<file path="config.mk">
export PLATFORM = sky130hd
export DESIGN_NAME = line_buffer_rf
export DESIGN_NICKNAME = d
export VERILOG_FILES = /design/src/rtl/line_buffer_rf.sv
export SDC_FILE = /design/constraint.sdc
export NUM_CORES = 1
export LEC_CHECK = 0
export CAP_MARGIN = 5
export CORE_ASPECT_RATIO = 0.8
export CORE_MARGIN = 3
export CORE_UTILIZATION = 50
export DETAILED_ROUTE_END_ITERATION = 10
export PLACE_DENSITY = 0.66
export SYNTH_ARGS = -nofsm -noshare
export SYNTH_HDL_FRONTEND = slang
export SYNTH_SLANG_ARGS = --single-unit
</file>
<file path="constraint.sdc">
create_clock -name phi1 -period 23 [get_ports phi1]
set_input_delay 5.75 -clock phi1 [delete_from_list [all_inputs] [get_ports phi1]]
set_output_delay 5.75 -clock phi1 [all_outputs]
set_load 0.05 [all_outputs]
</file>
<file path="src/rtl/line_buffer_rf.sv">
// line_buffer_rf: circular ROWS x COLS pixel line buffer that streams each written column
// bit-serially (LSB first), with row order normalised so bit 0 is always the oldest row.
module line_buffer_rf #(
  parameter int ROWS = 3,
  parameter int COLS = 9,
  parameter int PIX_W = 8,
  localparam int RW = (ROWS > 1) ? $clog2(ROWS) : 1,
  localparam int CW = (COLS > 1) ? $clog2(COLS) : 1,
  localparam int BW = (PIX_W > 1) ? $clog2(PIX_W) : 1
) (
  input  logic             phi1,
  input  logic             reset_s1,
  input  logic             pix_valid_s1,
  output logic             pix_ready_s1,
  input  logic [PIX_W-1:0] pixel_s1,
  input  logic             bits_ready_s1,
  output logic             bits_valid_s1,
  output logic [ROWS-1:0]  bits_v1,
  output logic             bits_last_s1,
  output logic [COLS-1:0]  col_sel_s1,
  output logic [RW-1:0]    row_ptr_s1,
  output logic             line_done_s1
);
  typedef enum logic {IDLE, SHIFT} state_t;
  state_t state, state_n;
  logic [PIX_W-1:0] mem [ROWS][COLS];
  logic [PIX_W-1:0] shreg [ROWS];
  logic [PIX_W-1:0] load [ROWS];
  logic [CW-1:0] col;
  logic [BW-1:0] bit_idx;
  logic take, cons, last_cons;
  assign pix_ready_s1 = state == IDLE;
  assign bits_valid_s1 = state == SHIFT;
  assign bits_last_s1 = bits_valid_s1 && bit_idx == BW'(PIX_W - 1);
  assign take = pix_ready_s1 && pix_valid_s1;
  assign cons = bits_valid_s1 && bits_ready_s1;
  assign last_cons = cons && bits_last_s1;
  always_ff @(posedge phi1 or posedge reset_s1)
    if (reset_s1) state <= IDLE;
    else state <= state_n;
  always_comb state_n = take ? SHIFT : last_cons ? IDLE : state;
  // Oldest row first; the row being written takes the incoming pixel directly.
  always_comb
    for (int k = 0; k < ROWS; k++) begin
      load[k] = (k == ROWS - 1) ? pixel_s1 : mem[RW'((int'(row_ptr_s1) + 1 + k) % ROWS)][col];
      bits_v1[k] = bits_valid_s1 && shreg[k][0];
    end
  always_ff @(posedge phi1 or posedge reset_s1)
    if (reset_s1) begin
      for (int r = 0; r < ROWS; r++) begin
        shreg[r] <= '0;
        for (int c = 0; c < COLS; c++) mem[r][c] <= '0;
      end
      col <= '0;
      bit_idx <= '0;
      row_ptr_s1 <= '0;
      col_sel_s1 <= COLS'(1);
      line_done_s1 <= 1'b0;
    end else begin
      line_done_s1 <= last_cons && col == CW'(COLS - 1);
      if (take) begin
        mem[row_ptr_s1][col] <= pixel_s1;
        for (int k = 0; k < ROWS; k++) shreg[k] <= load[k];
        bit_idx <= '0;
      end
      if (cons) begin
        for (int k = 0; k < ROWS; k++) shreg[k] <= shreg[k] >> 1;
        bit_idx <= bit_idx + 1'b1;
      end
      if (last_cons) begin
        col <= (col == CW'(COLS - 1)) ? '0 : col + 1'b1;
        col_sel_s1 <= {col_sel_s1[COLS-2:0], col_sel_s1[COLS-1]};
        if (col == CW'(COLS - 1))
          row_ptr_s1 <= (row_ptr_s1 == RW'(ROWS - 1)) ? '0 : row_ptr_s1 + 1'b1;
      end
    end
endmodule

</file>
### Yosys cells after proc, flatten, opt, wreduce, memory -nomap -nowiden

Index checks and enable logic that the tools add are counted.

* $add $sub $neg: 5
* div/mod/pow operators: 2
* magnitude comparators: 6
* eq/ne operators: 3
* muxes and demuxes: 25
* bitwise gates (word level): 5
* reductions and logical operators: 13

Operators by type and width (number)
* $mux W72: 5
* $bmux W72 S2: 2
* $bwmux W216: 1
* $demux W72 S2: 1
* $bmux W8 S4: 2
* $mod A32 B3 Y32 const B: 2
* $mux W24: 2
* $mux W8: 5
* $add A32 B2 Y32 const B: 1
* $demux W8 S4: 1
* $logic_and A1 B1 Y1: 10
* $ge A2 B3 Y1 const B: 2
* $mux W3: 2
* $ge A5 B5 Y1 const B: 1
* $lt A5 B1 Y1 const B: 1
* $not A4 Y5: 1
* $add A4 B1 Y4 const B: 1
* $eq A4 B4 Y1 const B: 1
* $mux W4: 1
* $not A2 Y2: 2
* $reduce_bool A2 Y1: 2
* $add A2 B1 Y3 const B: 1
* $add A3 B1 Y3 const B: 1
* $eq A3 B3 Y1 const B: 1
* other kinds (9): 10

* register bits: 260
* input bits: 12
* output and inout bits: 18
* logic and storage cells: 95

### Depth between registers and ports, before layout

Gate-level depths: netlist (run 1).

* word-level depth: 12
* mapped depth: 10
* mapped depth without buffers: 7

### Least setup slack after synthesis (run 1)

No wires, ideal clock.

* path type: reg-to-output
* start point: register state, in the netlist bits_valid_s1
* end point: output port bits_last_s1
* arrival: 1313 ps
* required time: 17250 ps
* path slack: 15937 ps
* cell stages (with the launch flop): 3
* buffers on the path: 1
* path through: dfrtp_1 > buf_2 > and2_1

* longest elaborated chain between the ends: 1

Ends and longest elaborated chain
* from (decl): line 25 `state_t state, state_n;`
* from (signal assigned): line 40 `else state <= state_n;`
* $logic_and A1 B1 Y1: line 34 `assign bits_last_s1 = bits_valid_s1 && bit_idx == BW'(PIX_W - 1);`
* to (decl): line 19 `output logic bits_last_s1,`

No other way between the ends.

### Worst setup path after layout (run 1)

* start point: register bit_idx[0]
* end point: output port bits_last_s1

* longest elaborated chain between the ends: 2

Ends and longest elaborated chain
* from (decl): line 30 `logic [BW-1:0] bit_idx;`
* from (signal assigned): line 68 `bit_idx <= bit_idx + 1'b1;`
* $eq A3 B3 Y1: line 34
* $logic_and A1 B1 Y1: line 34

No other way between the ends.

==> results of run 1 <==
==> Yosys cell counts (all sizes together) (3+ instances only) <==
library cell and number:
dfrtp 259, mux2 231, nand2 87, mux2i 85
buf 57, nor2 50, mux4 43, a22oi 41
clkbuf 28, a21oi 19, nand3 19, o21ai 14
ha 12, nor3 12, a31oi 10, o22ai 10
nor2b 9, inv 8, nor3b 8, a221oi 7
a22o 7, and2 7, o211ai 7, a31o 6
nand4 6, a21boi 5, a21o 5, and3 4
o221ai 4, nand2b 3, nand3b 3
==> logic make-up (layout without fill, tap and decap cells) <==
kind of cell             after synthesis  count (layout)  share of synthesized area (%)
multiplexers                         359             359                           32.1
adder cells (fa/ha/maj)               12              12                           1.09
flip-flops                           260             260                           47.2
AND/OR/NAND/NOR                      213             213                           8.14
buffers and inverters                 94             104                           3.84
AO/OA/AOI/OAI                        149             149                           7.68
==> cell usage in the layout, fill, tap and decap left out, types with 4 or more instances in the layout <==
cell,count
a21boi_0,5
a21o_1,5
a21oi_1,19
a221oi_1,7
a22o_1,7
a22oi_1,41
a31o_2,6
a31oi_1,10
and2_1,6
and3_1,4
buf_4,18
clkbuf_1,9
clkbuf_16,27
clkbuf_8,6
clkdlybuf4s50_1,29
dfrtp_1,256
ha_1,11
inv_1,7
mux2_2,231
mux2i_1,85
mux4_2,41
nand2_1,86
nand3_1,13
nand3_2,6
nand4_2,6
nor2_1,33
nor2_2,12
nor2_4,5
nor2b_1,8
nor3_1,11
nor3b_1,8
o211ai_1,7
o21ai_0,13
o221ai_1,4
o22ai_1,10
==> area by class of cell <==
class,count,share of cell area (%)
Clock inverter,6,0.581
Timing Repair Buffer,47,2.82
Clock buffer,42,5.25
Multi-Input combinational cell,733,44.9
Sequential cell,260,43.2
Inverter,9,0.274
Tap cell,357,2.96
==> per-layer routing <==
layer,GRT usage (%),up-vias,share of wire (%)
met3,5.62,61,8.4
met1,40.7,4765,47
met2,35.3,370,42
met4,5.90,2,2.4
met5,0,-,0.045
li1,-,4022,-
==> state kept, by name, summed over array words and instances, names as in the netlist <==
name,flops
col,4
bit_idx,3
bits_valid_s1,1
mem,216
row_ptr_s1,2
line_done_s1,1
col_sel_s1,9
shreg,24
==> worst max-delay path, cell delays in order (launching register included) <==
cell,delay (ps)
dfrtp_1,370
ha_1,170
ha_1,160
and2_1,160
clkdlybuf4s50_1,810
==> worst paths after layout <==
check | slack (ps) | startpoint | endpoint
min reg2reg | 470 | col_sel_s1[0] | col_sel_s1[0]
min | 470 | col_sel_s1[0] | col_sel_s1[0]
max in group asynchronous | 15620 | reset_s1 | col[0]
min in group asynchronous | 5780 | reset_s1 | mem[28]
max | 15050 | bit_idx[0] | bits_last_s1
max reg2reg | 19700 | col[0] | mem[30]
==> through the flow <==
stage / hold WS, ps / instance area [sq um]
floorplan: 459 / 13800
global placement: 456 / 14200
CTS: 476 / 15100
global route: 486 / 15100
finish: 470 / 15100
detailed placement: 468 / 14200
==> power breakdown <==
group	total [mW]	internal (mW)	switching [mW]	leakage, nW
Combinational	0.402	0.135	0.268	2.97
Clock	0.442	0.258	0.184	0.432
Sequential	0.508	0.476	0.0319	3.59
Total	1.35	0.869	0.483	7.00
==> flow_summary.json, run 1 <==
{
  "post_drt_wl_per_cell_um": 25.7,
  "ant_nets": 0,
  "cts_tree": "yes",
  "status": "completed",
  "finalSetupViolCount": 0,
  "drc": 0,
  "yosysSeqAreaShare_pct": 47.2,
  "cts_buffers": 27,
  "antenna_found_initial": 2,
  "synth_cells": 1087,
  "synth_top_cell_by_area": "dfrtp_1",
  "drt_iter0_drc": 965,
  "synth_area_per_cell_sq_um": 12.7,
  "grt_pass1_vias": 9005,
  "drive_above_1_share_pct": 34.2,
  "crit_required_ps": 17250,
  "routed_wl_mm": 37.4,
  "skew_ps": 17.9,
  "syn_area_sq_um": 13800,
  "period_needed_ps": 7950,
  "ys_types": 61,
  "worstPathArrival_ps": 2200,
  "dieWidth_um": 192,
  "startpoint_type": "flip-flop",
  "crit_type": "reg -> out",
  "drt-vias-per-instance": 6.34,
  "leakage_nw": 7.00,
  "io_buffers": 29,
  "clk_pin_slew_ps": 60,
  "max_slew.worst_pin.slew_ps": 1240,
  "drv_slew": 0,
  "synth_area_leaders": "dfrtp_1, mux2_2, mux4_2, mux2i_1, nand2_1",
  "gp_congestion": 0.898,
  "coreArea_sq_um": 26700,
  "clock_latency_ps": 550,
  "grt_start_max_net_pins": 117,
  "power_mw": 1.35,
  "hpwl_mm": 24.6,
  "clk_path_buf_depth": 3,
  "num-fill-cells": 2212,
  "htree_levels": 1,
  "ys_warn_count": 0,
  "die_area_sq_um": 29600,
  "synth_top_area_share_pct": 47.0,
  "hold_path.class": "reg -> reg",
  "grt_pass1_wl_mm": 57.5,
  "finalNonFillerCells": 1454,
  "rsz0062_at_grt": "no",
  "cts.sinks": 260,
  "relSlewSlack_pct": 16.9,
  "ys_async_sr_fraction_pct": 100,
  "first_pass_iters": 5,
  "drv_cap": 0,
  "post_cts_resized": 0,
  "hold_violations": 0,
  "timing.fmax_mhz": 126,
  "fin_util_pct": 56.4,
  "areaGrowthSynthToFinish_pct": 9.28,
  "holdBufCountCts": 0,
  "syn_nets": 1111,
  "path_max_fanout": 3,
  "ff_latch_area_sq_um": 6510,
  "vias": 9220,
  "groute.usage.overall_pct": 25.5,
  "fin_ws_ps": 15050,
  "synth_flop_cell": "dfrtp_1",
  "synth-seq-cells": 260,
  "fp.dieH_um": 155,
  "post_cts_buffers": 0,
  "multi_input_area_sq_um": 6770,
  "root_buffer": "clkbuf_16",
  "ios": 30,
  "p_per_area_nw_per_um2": 89.7,
  "synth_enable_flop_cells": 0,
  "whs_path_depth": 2,
  "peakVddDrop_mv": 0.0652,
  "nets": 1102,
  "r2r_cells": 5,
  "dp_cells": 1406,
  "diodes": 0,
  "dp_slack_ps": 14880,
  "endpoint_kind": "output port",
  "min_period_over_period_pct": 34.6,
  "tns_ps": 0,
  "grt_remaining_overflow": 0,
  "start_util_pct": 51.6,
  "rows": 53
}
(Power assumes the default switching activity.)
==> run 2, diff against run 1 <==
==> constraint.sdc (replaced) <==
create_clock -name phi1 -period 7.9 [get_ports phi1]
set_input_delay 1.975 -clock phi1 [delete_from_list [all_inputs] [get_ports phi1]]
set_output_delay 1.975 -clock phi1 [all_outputs]
set_load 0.05 [all_outputs]
==> run 2 against run 1 <==
Against the previous run: critical path depth unchanged; setup slack got worse by 11000 ps; clock power grew to 3.0 times the previous value; sequential power grew to 2.9 times the previous value; wire length down 0.34%; cell area grew 0.51%; first-iteration DRC count shrank 9.0%; core utilization up 0.29 points; global-route usage rose by 0.050 points; cell count up 0.21%; die area is the same.
==> flow_summary.json, run 2 (synthesis gave the netlist of run 1 again) <==
{
  "nets": 1104,
  "drc": 0,
  "r2r_start": "col[0]",
  "hold_path.class": "reg -> reg",
  "cts_buffers": 26,
  "drv_slew": 0,
  "groute.usage.overall_pct": 25.6,
  "rows": 53,
  "whs_path_depth": 2,
  "post_cts_buffers": 0,
  "finalSetupViolCount": 0,
  "htree_levels": 1,
  "layout_commonest_cell": "dfrtp_1",
  "r2r_cells": 5,
  "dieWidth_um": 192,
  "p_seq_share_pct": 37.1,
  "p_per_area_nw_per_um2": 262,
  "cpLargestDelayFamily": "buffers and inverters",
  "top_regs": "mem x216, shreg x24, col_sel_s1 x9",
  "reg2reg_to": "mem[170]",
  "cp_cell_sequence": "ha_1, ha_1, and2_1, clkdlybuf4s50_1",
  "holdPathEnd": "col_sel_s1[3]",
  "hold_violations": 0,
  "clock_latency_ps": 540,
  "peakVddDrop_mv": 0.261,
  "drive_above_1_share_pct": 34.7,
  "max_slew.worst_pin.slew_ps": 1010,
  "mostFrequentLayoutCells": "dfrtp_1, mux2_2, nand2_1, mux2i_1",
  "start_util_pct": 51.6,
  "power_switching_mw": 1.40,
  "grt_remaining_overflow": 0,
  "crit_required_ps": 5930,
  "fin_util_pct": 56.7,
  "cpMostUsedCell": "ha_1",
  "slowest_stage": "clkdlybuf4s50_1",
  "hold_start": "col_sel_s1[2]",
  "grt_start_max_net_pins": 127,
  "root_buffer": "clkbuf_16",
  "worstPathArrival_ps": 2170,
  "diodes": 0,
  "rsz0062_at_grt": "no",
  "cts.sinks": 260,
  "status": "completed",
  "num-fill-cells": 2232,
  "grt_pass1_vias": 9074,
  "post_cts_resized": 0,
  "io_buffers": 29,
  "dp_slack_ps": 3590,
  "endpoint_kind": "output port",
  "hpwl_mm": 24.6,
  "ff_latch_area_sq_um": 6510,
  "antenna_found_initial": 0,
  "ant_nets": 0,
  "skew_ps": 11.1,
  "p_int_mw": 2.57,
  "period_needed_ps": 4140,
  "multi_input_area_sq_um": 6770,
  "grt_pass1_wl_mm": 57.8,
  "fp.dieH_um": 155,
  "post_drt_wl_per_cell_um": 25.6,
  "fin_ws_ps": 3760,
  "startpoint_type": "flip-flop",
  "min_period_over_period_pct": 52.4,
  "ios": 30,
  "cp_slowest_stage_delay_ps": 700,
  "r2r_slack_ps": 4580,
  "crit_type": "reg -> out",
  "die_area_sq_um": 29600,
  "tns_ps": 0,
  "power_mw": 3.97,
  "gp_congestion": 0.904,
  "cts_tree": "yes",
  "clk_pin_slew_ps": 60,
  "largest_register": "mem",
  "pwr-share-comb_pct": 29.4,
  "largest_reg_flops": 216,
  "coreArea_sq_um": 26700,
  "drt_iter0_drc": 878,
  "areaGrowthSynthToFinish_pct": 9.84,
  "first_pass_iters": 7,
  "leakage_nw": 7.03,
  "clk_path_buf_depth": 3,
  "power_frac_clock_pct": 33.5,
  "switching_share_pct": 35.2,
  "drv_cap": 0,
  "timing.fmax_mhz": 241,
  "relSlewSlack_pct": 32.6,
  "holdBufCountCts": 0,
  "vias": 9250,
  "drt-vias-per-instance": 6.35,
  "path_max_fanout": 3,
  "cp.buffers_inverters": 1,
  "routed_wl_mm": 37.3
}
run 2: changes by cell type in the layout (fill, tap and decap cells not counted), sizes merged:
cell	before	now
buf	18	21
bufinv	2	3
clkinv	3	4
inv	10	7
clkinvlp	0	3
clkbuf	42	40
run 2: area by class of cell:
class | count | share of cell area [%]
clock buffer | 40 | 5.31
clock inverter | 8 | 0.792
inverter | 9 | 0.248
multi-input combinational | 733 | 44.7
sequential | 260 | 43.0
tap | 357 | 2.95
timing repair buffer | 50 | 3.04
run 2: tightest hold or removal path: cells and delay by family, from the launching register on:
family        cells  cell delay (ps)
flops             1              360
simple gates      2              100
run 2: worst max path at each step:
| stage | start | end | cells past startpoint |
|---|---|---|---|
| 5_1_grt | bit_idx[0] | bits_last_s1 | 4 |
| 6_report | bit_idx[0] | bits_last_s1 | 4 |
| 3_3_place_gp | pix_valid_s1 | mem[174] | 6 |
| 3_5_place_dp | pix_valid_s1 | mem[153] | 6 |
| 4_1_cts | bit_idx[0] | bits_last_s1 | 4 |
| 2_1_floorplan | reset_s1 | bit_idx[0] | 1 |
run 2: through the flow:
step,area [sq um],hold WS (ps),cells
4_1_cts,15200,500,1457
6_report,15200,493,1457
5_1_grt,15200,512,1457
3_5_place_dp,14200,468,1409
3_3_place_gp,14200,462,1409
2_1_floorplan,13800,459,1087
run 2: power by group through the flow:
stage / sequential [mW] / combinational (mW) / clock (mW)
global placement: 1.50 / 1.13 / 0
floorplan: 1.45 / 0.924 / 0
detailed placement: 1.50 / 1.13 / 0
CTS: 1.47 / 1.14 / 1.35
finish: 1.47 / 1.17 / 1.33
global route: 1.49 / 1.24 / 1.41
run 2: layer usage:
metal / global-route usage (%) / up-vias / wire length, um
met5: 0 / - / 0
met4: 4.99 / 0 / 786
met3: 7.21 / 48 / 3140
met2: 35.3 / 326 / 15400
met1: 40.2 / 4836 / 18000
li1: - / 4040 / -
